==> config.mk <==
export PLATFORM = sky130hd
export DESIGN_NAME = hex_digit_sequencer
export DESIGN_NICKNAME = d
export VERILOG_FILES = /design/src/rtl/seq_pkg.sv /design/src/rtl/tick_prescaler.sv /design/src/rtl/hex_digit_sequencer.sv
export SDC_FILE = /design/constraint.sdc
export NUM_CORES = 1
export LEC_CHECK = 0
export BUFFER_PORTS_ARGS = -buffer_cell sky130_fd_sc_hd__buf_2
export CAP_MARGIN = 20
export CORE_ASPECT_RATIO = 1.25
export CORE_MARGIN = 3
export CORE_UTILIZATION = 32
export CTS_BUF_LIST = sky130_fd_sc_hd__clkbuf_8
export CTS_CLUSTER_DIAMETER = 200
export DETAILED_ROUTE_END_ITERATION = 10
export GPL_ROUTABILITY_DRIVEN = 1
export GPL_TIMING_DRIVEN = 1
export MAX_ROUTING_LAYER = met4
export SLEW_MARGIN = 30
export SYNTH_ARGS = -nofsm -noshare
export SYNTH_HDL_FRONTEND = slang
export SYNTH_SLANG_ARGS = --single-unit
export TNS_END_PERCENT = 100
==> constraint.sdc <==
create_clock -name clk_i -period 15 [get_ports clk_i]
set_clock_uncertainty 0.2 [all_clocks]
set_input_delay 0.75 -clock clk_i [delete_from_list [all_inputs] [get_ports clk_i]]
set_output_delay 0.75 -clock clk_i [all_outputs]
set_load 0.02 [all_outputs]
==> src/rtl/seq_pkg.sv <==
// Shared types for the hex digit sequencer: digit entry layout and sequencer states.
package seq_pkg;

  localparam int unsigned DIGIT_W = 4;

  typedef struct packed {
    logic               dp;
    logic [DIGIT_W-1:0] nib;
  } digit_t;

  typedef enum logic [1:0] {
    StIdle,
    StRun,
    StGap
  } state_e;

endpackage

==> src/rtl/tick_prescaler.sv <==
// Free-running digit-rate prescaler; emits a one-cycle tick every max(period,1) enabled clocks.
module tick_prescaler #(
  parameter int unsigned CNT_W = 16
) (
  input  logic             clk_i,
  input  logic             rst_ni,
  input  logic             en_i,
  input  logic             clr_i,
  input  logic [CNT_W-1:0] period_i,
  output logic             tick_o
);

  logic [CNT_W-1:0] cnt_q, cnt_d;
  logic [CNT_W-1:0] limit;

  always_comb begin
    limit  = (period_i == '0) ? '0 : period_i - CNT_W'(1);
    // >= so that shrinking the period below the current count fires at once
    tick_o = en_i && (cnt_q >= limit);
    cnt_d  = cnt_q + CNT_W'(1);
    if (!en_i || clr_i || tick_o) begin
      cnt_d = '0;
    end
  end

  always_ff @(posedge clk_i) begin
    if (!rst_ni) begin
      cnt_q <= '0;
    end else begin
      cnt_q <= cnt_d;
    end
  end

endmodule

==> src/rtl/hex_digit_sequencer.sv <==
// Digit buffer and read pointer feeding the seven-segment decoder.
// Define SEQ_BLANK_GAP_EN to insert a blanked gap period between auto-advanced digits.
module hex_digit_sequencer
  import seq_pkg::*;
#(
  parameter int unsigned DEPTH  = 8,
  parameter int unsigned ADDR_W = $clog2(DEPTH),
  parameter int unsigned CNT_W  = 16
) (
  input  logic              clk_i,
  input  logic              rst_ni,
  input  logic              wr_en_i,
  input  logic [ADDR_W-1:0] wr_addr_i,
  input  logic [4:0]        wr_data_i,
  input  logic              last_wr_en_i,
  input  logic [ADDR_W-1:0] last_in_i,
  input  logic [CNT_W-1:0]  period_i,
  input  logic              run_i,
  input  logic              step_i,
  output logic [3:0]        hex_o,
  output logic              dp_o,
  output logic              blank_o,
  output logic [ADDR_W-1:0] digit_idx_o,
  output logic              wrap_o
);

  digit_t            mem_q [DEPTH];
  logic [ADDR_W-1:0] ptr_q, ptr_d;
  logic [ADDR_W-1:0] last_q;
  state_e            state_q, state_d;
  digit_t            out_q, out_d;
  logic              blank_q, blank_d;
  logic              wrap_q, wrap_d;
  logic              tick, adv, at_end;

  tick_prescaler #(
    .CNT_W (CNT_W)
  ) u_prescaler (
    .clk_i    (clk_i),
    .rst_ni   (rst_ni),
    .en_i     (state_q != StIdle),
    .clr_i    (step_i),
    .period_i (period_i),
    .tick_o   (tick)
  );

  always_comb begin
    state_d = run_i ? StRun : StIdle;
    blank_d = 1'b0;
`ifdef SEQ_BLANK_GAP_EN
    adv = step_i;
    unique case (state_q)
      StRun: begin
        if (run_i && tick && !step_i) begin
          state_d = StGap;
          blank_d = 1'b1;
        end
      end
      StGap: begin
        if (run_i) begin
          if (tick || step_i) begin
            adv = 1'b1;
          end else begin
            state_d = StGap;
            blank_d = 1'b1;
          end
        end
      end
      default: ;
    endcase
`else
    adv = tick | step_i;
`endif
    // >= also catches last being lowered below the current pointer
    at_end = (ptr_q >= last_q);
    ptr_d  = ptr_q;
    wrap_d = 1'b0;
    if (adv) begin
      wrap_d = at_end;
      ptr_d  = at_end ? '0 : ptr_q + ADDR_W'(1);
    end
    out_d = (wr_en_i && (wr_addr_i == ptr_d)) ? digit_t'(wr_data_i) : mem_q[ptr_d];
  end

  always_ff @(posedge clk_i) begin
    if (!rst_ni) begin
      for (int i = 0; i < int'(DEPTH); i++) begin
        mem_q[i] <= '0;
      end
      last_q  <= ADDR_W'(DEPTH - 1);
      state_q <= StIdle;
      ptr_q   <= '0;
      out_q   <= '0;
      blank_q <= 1'b1;
      wrap_q  <= 1'b0;
    end else begin
      if (wr_en_i) begin
        mem_q[wr_addr_i] <= digit_t'(wr_data_i);
      end
      if (last_wr_en_i) begin
        last_q <= last_in_i;
      end
      state_q <= state_d;
      ptr_q   <= ptr_d;
      out_q   <= out_d;
      blank_q <= blank_d;
      wrap_q  <= wrap_d;
    end
  end

  assign hex_o       = out_q.nib;
  assign dp_o        = out_q.dp;
  assign blank_o     = blank_q;
  assign digit_idx_o = ptr_q;
  assign wrap_o      = wrap_q;

endmodule

Yosys cells after proc, flatten, opt, wreduce, memory -nomap -nowiden
Memories as Yosys holds them, arrays and structs flattened. A register that Yosys moved wholly into a read port is not among the register bits.
Cells that the tools add are included.
W data, S select, Z words.
Operators by class
  add/sub/neg operators: 3
  $mul: 0
  order comparisons: 2
  eq/ne operators: 0
  reduce and logical (&&, ||, !) cells: 10
  divide/modulo/power cells: 0
  muxes and demuxes: 11
  shift-type cells: 0
  bitwise gates (word level): 2
Operators by type and width (number)
  $add A16 B1 Y16 const B: 1
  $ge A16 B16 Y1: 1
  $logic_not A16 Y1: 1
  $mux W16: 1
  $sub A16 B1 Y16 const B: 1
  $mux W3: 3
  $mux W1: 6
  $mux W5: 1
  $reduce_or A5 Y1: 1
  $add A3 B1 Y3 const B: 1
  $ge A3 B3 Y1: 1
  $logic_not A1 Y1: 2
  $logic_or A1 B1 Y1: 2
  $reduce_and A2 Y1: 1
  $reduce_bool A2 Y1: 1
  $reduce_or A2 Y1: 1
  $logic_and A1 B1 Y1: 1
  $not A1 Y1: 1
  $or A1 B1 Y1: 1
Storage, ports and cells
  input bits: 33
  word-level logic and storage cells: 35
  register bits: 26
  ROM bits: 0
  RAM bits: 40
  memories: 1
  bits in latches: 0
Memories
  mem_q: words 8, bits a word 5, read ports 1, clocked after memory_dff 1, wr ports 8, line hex_digit_sequencer.sv:27  | digit_t mem_q [DEPTH];

Logic depth before layout (Yosys ltp)
  depth in word-level cells: 6
  mapped depth: 21
  gate-level depth less buffers: 18

By module
A second synthesis with hierarchy kept.
Unflattened totals
  cells, all modules: 468
  area total of the unflattened synthesis: 4481.8 um^2
Modules (own cells, without submodules)
  hex_digit_sequencer: sequential area each 1481.4 um^2, cells an instance 288, area an instance 2999.1 um^2, times used 1
  tick_prescaler: sequential area each 320.3 um^2, cells an instance 180, area an instance 1482.7 um^2, times used 1

Worst setup path before layout
No wires, ideal clock.
  path kind: input to register
  start: input period_i[5]
  end: register, netlist name hex_o[1]
  data arrival time: 4.963 ns
  stages on the path: 20
  data required time: 14.682 ns
  buffers on the path: 2
  setup slack: 9.719 ns
  path through: nor4_1 -> nand2b_1 -> or3_1 -> nor3_1 -> nand2b_1 -> or3_1 -> xnor2_1 -> nand2_1 -> ha_1 -> nand4_2 -> nor2_1 -> a311o_1 -> o32a_1 -> buf_2 -> mux2i_4 -> buf_2 -> mux2_1 -> a222oi_1 -> o21a_1 -> a21oi_1
Between the ends
  cells in the longest elaborated chain, start to end: 6
Ends and longest elaborated chain
  start, declared: line hex_digit_sequencer.sv:17  | input logic [CNT_W-1:0] period_i,
  $sub A16 B1 Y16 / $logic_not A16 Y1 (equally long branches): line tick_prescaler.sv:17  | limit = (period_i == '0) ? '0 : period_i - CNT_W'(1);
  $mux W16 (*): line tick_prescaler.sv:17
  $ge A16 B16 Y1 (*): line tick_prescaler.sv:19  | tick_o = en_i && (cnt_q >= limit);
  $logic_and A1 B1 Y1 (*): line tick_prescaler.sv:19
  $or A1 B1 Y1 (*): line hex_digit_sequencer.sv:72  | adv = tick | step_i;
  $mux W3 (*): line hex_digit_sequencer.sv:78  | if (adv) begin
Every way passes the cells marked *; elsewhere a longest branch is shown, timed or not.
A chain may end at the register's enable or synchronous reset.

Worst setup path in the final report
  start: input period_i[5]
  end: register, netlist name hex_o[1]
Between the ends
  cells in the longest elaborated chain, start to end: 6
Ends and longest elaborated chain (line)
  $sub A16 B1 Y16 / $logic_not A16 Y1 (equally long branches): tick_prescaler.sv:17
  $mux W16 (*): tick_prescaler.sv:17
  $ge A16 B16 Y1 (*): tick_prescaler.sv:19
  $logic_and A1 B1 Y1 (*): tick_prescaler.sv:19
  $or A1 B1 Y1 (*): hex_digit_sequencer.sv:72
  $mux W3 (*): hex_digit_sequencer.sv:78
Marked as above.

==> reports/summary.txt <==
top cells by area, synth -> edfxtp_1 (30%), dfxtp_1 (15%), ha_1 (7.3%)
die area -> 13,700 um^2
crit-path max FO -> 22
Hold Violations, Final -> 0
run status -> complete, no violations
largest net degree at the start of global routing -> 23
vias in the first global route -> 2,864
CTS root buffer -> clkbuf_8
Final setup viols -> 0
CP Depth -> 19
post-route minimum period -> 5.801 ns
Syn Std Cell Area -> 3943 um^2
Post-route DRC -> 0
Die W -> 105.3 um
Slew headroom -> 0.4293
ANT nets after route -> 0
maxcap violations -> 0
grt total ovfl -> 0
Seq/Total Area, Yosys -> 0.4570
Peak supply drop -> 0.00004988 V
CP max stage cell -> mux2i_4
Unique masters post-synth -> 48
Pins Over Slew Limit -> 0
CP cell instances -> buf_2, nor4_1, nand2b_1, or3_1, nor3_1, nand2b_1, or3_1, xnor2_1, nand2_1, ha_1, nand4_2, o21ai_1, a311o_1, o32a_1, mux2i_4, mux2_2, a222oi_1, o21a_1, a21oi_1
largest stage delay on the critical path -> 0.73 ns
fill count -> 1,187
post-synthesis cell count -> 384
gr usage total -> 0.1298
worst r2r dst -> hex_o[1]
total nets after synthesis -> 440
Yosys reg bits -> 70
total CTS buffers -> 9
cell taking the most area after synthesis -> edfxtp_1
Setup Buffers After CTS -> 0
logic gate share of total power -> 0.142
layout cells sized above 1 -> 0.1667
WS Path Type -> in2reg
final worst slack -> 9.199 ns
ys async rst share -> 0
CTS max path bufs -> 2
flop-to-flop setup slack -> 11.03 ns
Max Clock Freq -> 172.4 MHz
CTS tree -> done
ys flop type -> edfxtp_1
number of port buffers -> 42
Post-Route WL -> 8.402 mm
HP Class -> reg2reg
RSZ-0062 raised after global routing -> false
crit path DAT -> 5.83 ns
Avg Cell Area, Syn -> 10.27 um^2
reg2reg start -> u_prescaler.cnt_q[0]
H-tree Lvls -> 3
initial core utilization -> 0.3331
most frequent cell after synthesis -> and2_1
vias -> 2,869
Crit. Startpoint -> period_i[5]
leakage -> 1.792 nW
Startpoint Class -> input pin
# resized after CTS -> 0
Worst setup EP type -> register
Switching Share -> 0.2752
setup tns final -> 0 ns
Nets -> 483
final period utilization -> 0.3867
Required @ worst endpoint -> 15.03 ns
Cell Rows -> 44
hold path startpoint -> u_prescaler.cnt_q[0]
worst slew pin tran -> 0.8381 ns
family with the most delay on the worst path -> simple AND/OR/NAND/NOR gates
clk sinks -> 70
clk_lat worst skew -> 0.35 ns
wire length of the first global-routing pass -> 13.65 mm
Top Ports -> 43
NetSw -> 0.0001131 W
DP HPWL -> 6.311 mm
GP Congestion -> 0.8114
pre-CTS WS -> 8.800 ns
Int Power -> 0.0002979 W
Post-synth EDFFs -> 40
Initial DRC Count -> 157
clock power share -> 0.332
Std-Cell Core Area -> 11,840 um^2
synth cell count leaders -> and2_1 (45), edfxtp_1 (40), nand2_1 (36), nor2_1 (35), dfxtp_1 (30)
Post-CTS Hold Fix Bufs -> 0
Vias per Instance -> 4.838
area grow syn2layout -> 13.55%
detailed-route wire length per cell -> 14.17 um
Syn. warnings -> 0
worst path buffer plus inverter count -> 1
Yosys top cell area share -> 0.3047
pwr/cell area -> 91.82 nW/um^2
share of power burned in registers -> 0.527
crit path capture -> hex_o[1]
Min Hold Slack -> 0.2698 ns
# diodes -> 0
clock-pin slew on the worst setup and hold paths -> 0.08 ns
Reg2Reg Depth -> 11
Die Ht -> 130.1 um
router iterations before antenna repair -> 4
initial antenna violation count -> 0
## stage by stage
stage               utilization  total power [W]  cell area, um^2  std cells
floorplan                     -        0.0002599             3943        384
global placement         0.3635        0.0002784             4303        577
detailed placement       0.3635        0.0002797             4303        577
CTS                      0.3782        0.0004162             4477        593
global route             0.3782        0.0004295             4477        593
finish                   0.3782        0.0004111             4477        593
## layout make-up
cell class	count	area, um^2	area share
multi-input combinational	293	2048	0.4575
sequential	70	1802	0.4025
timing repair buffer	42	210.2	0.04695
tap	161	201.4	0.04500
clock buffer	9	123.9	0.02767
clock inverter	7	50.05	0.01118
inverter	11	41.29	0.009223
## state kept, by name (all words and copies together) (netlist names)
| name | cells |
|---|---|
| hex_o | 4 |
| wrap_o | 1 |
| last_q | 3 |
| state_q | 1 |
| dp_o | 1 |
| mem_q | 40 |
| blank_o | 1 |
| digit_idx_o | 3 |
| u_prescaler.cnt_q | 16 |
## kinds of logic after synthesis
family / count (synthesis) / synth area share
and+or+nand+nor: 169 / 0.2282
xor gates and xnor gates: 29 / 0.06443
DFF: 70 / 0.4570
buffers and inverters: 21 / 0.02348
muxes: 23 / 0.06633
AOI/OAI and AO/OA: 49 / 0.08759
adders and majority gates: 23 / 0.07299
## worst min path at each step
stage,cells past startpoint,endpoint,slack (ns)
after floorplan,1,u_prescaler.cnt_q[0],0.23
after global placement,1,u_prescaler.cnt_q[0],0.24
after detailed placement,1,u_prescaler.cnt_q[0],0.27
after CTS,1,u_prescaler.cnt_q[0],0.28
after global routing,1,u_prescaler.cnt_q[0],0.30
final,1,u_prescaler.cnt_q[0],0.27
## worst reg2reg max path: stages (launching register included)
cell and delay [ns]:
dfxtp_1 0.38, inv_1 0.06, ha_1 0.28, nand2b_4 0.14, a2111oi_2 0.45, nor4b_2 0.12
o32a_1 0.44, mux2i_4 0.73, mux2_2 0.42, a222oi_1 0.41, o21a_1 0.19, a21oi_1 0.06
## cell usage in the layout (no fill, tap or decap), drive strengths merged, types with 9 or more instances in the layout
cell	Yosys	routed
o21ai	12	12
ha	23	23
buf	4	42
edfxtp	40	40
a21oi	12	12
xnor2	14	14
and2	45	45
nand2	36	36
nand2b	12	12
nor2	35	35
mux2	15	15
inv	11	12
clkbuf	6	9
xor2	15	15
dfxtp	30	30
## routing by layer
layer | GRT usage | vias to the layer above | wire (um)
li1 | - | 1453 | -
met5 | - | - | 0
met3 | 0.02029 | 14 | 349
met2 | 0.2282 | 66 | 4263
met1 | 0.1516 | 1336 | 3684
met4 | 0.04402 | 0 | 105
## power by group through the flow
stage / sequential [W] / combinational (W) / clock [W]
floorplan: 0.000222 / 0.0000379 / 0
global placement: 0.000221 / 0.0000573 / 0
detailed placement: 0.000221 / 0.0000586 / 0
CTS: 0.000217 / 0.0000590 / 0.000140
global route: 0.000218 / 0.0000647 / 0.000147
finish: 0.000216 / 0.0000583 / 0.000136
Power figures use the tool's default switching activity.
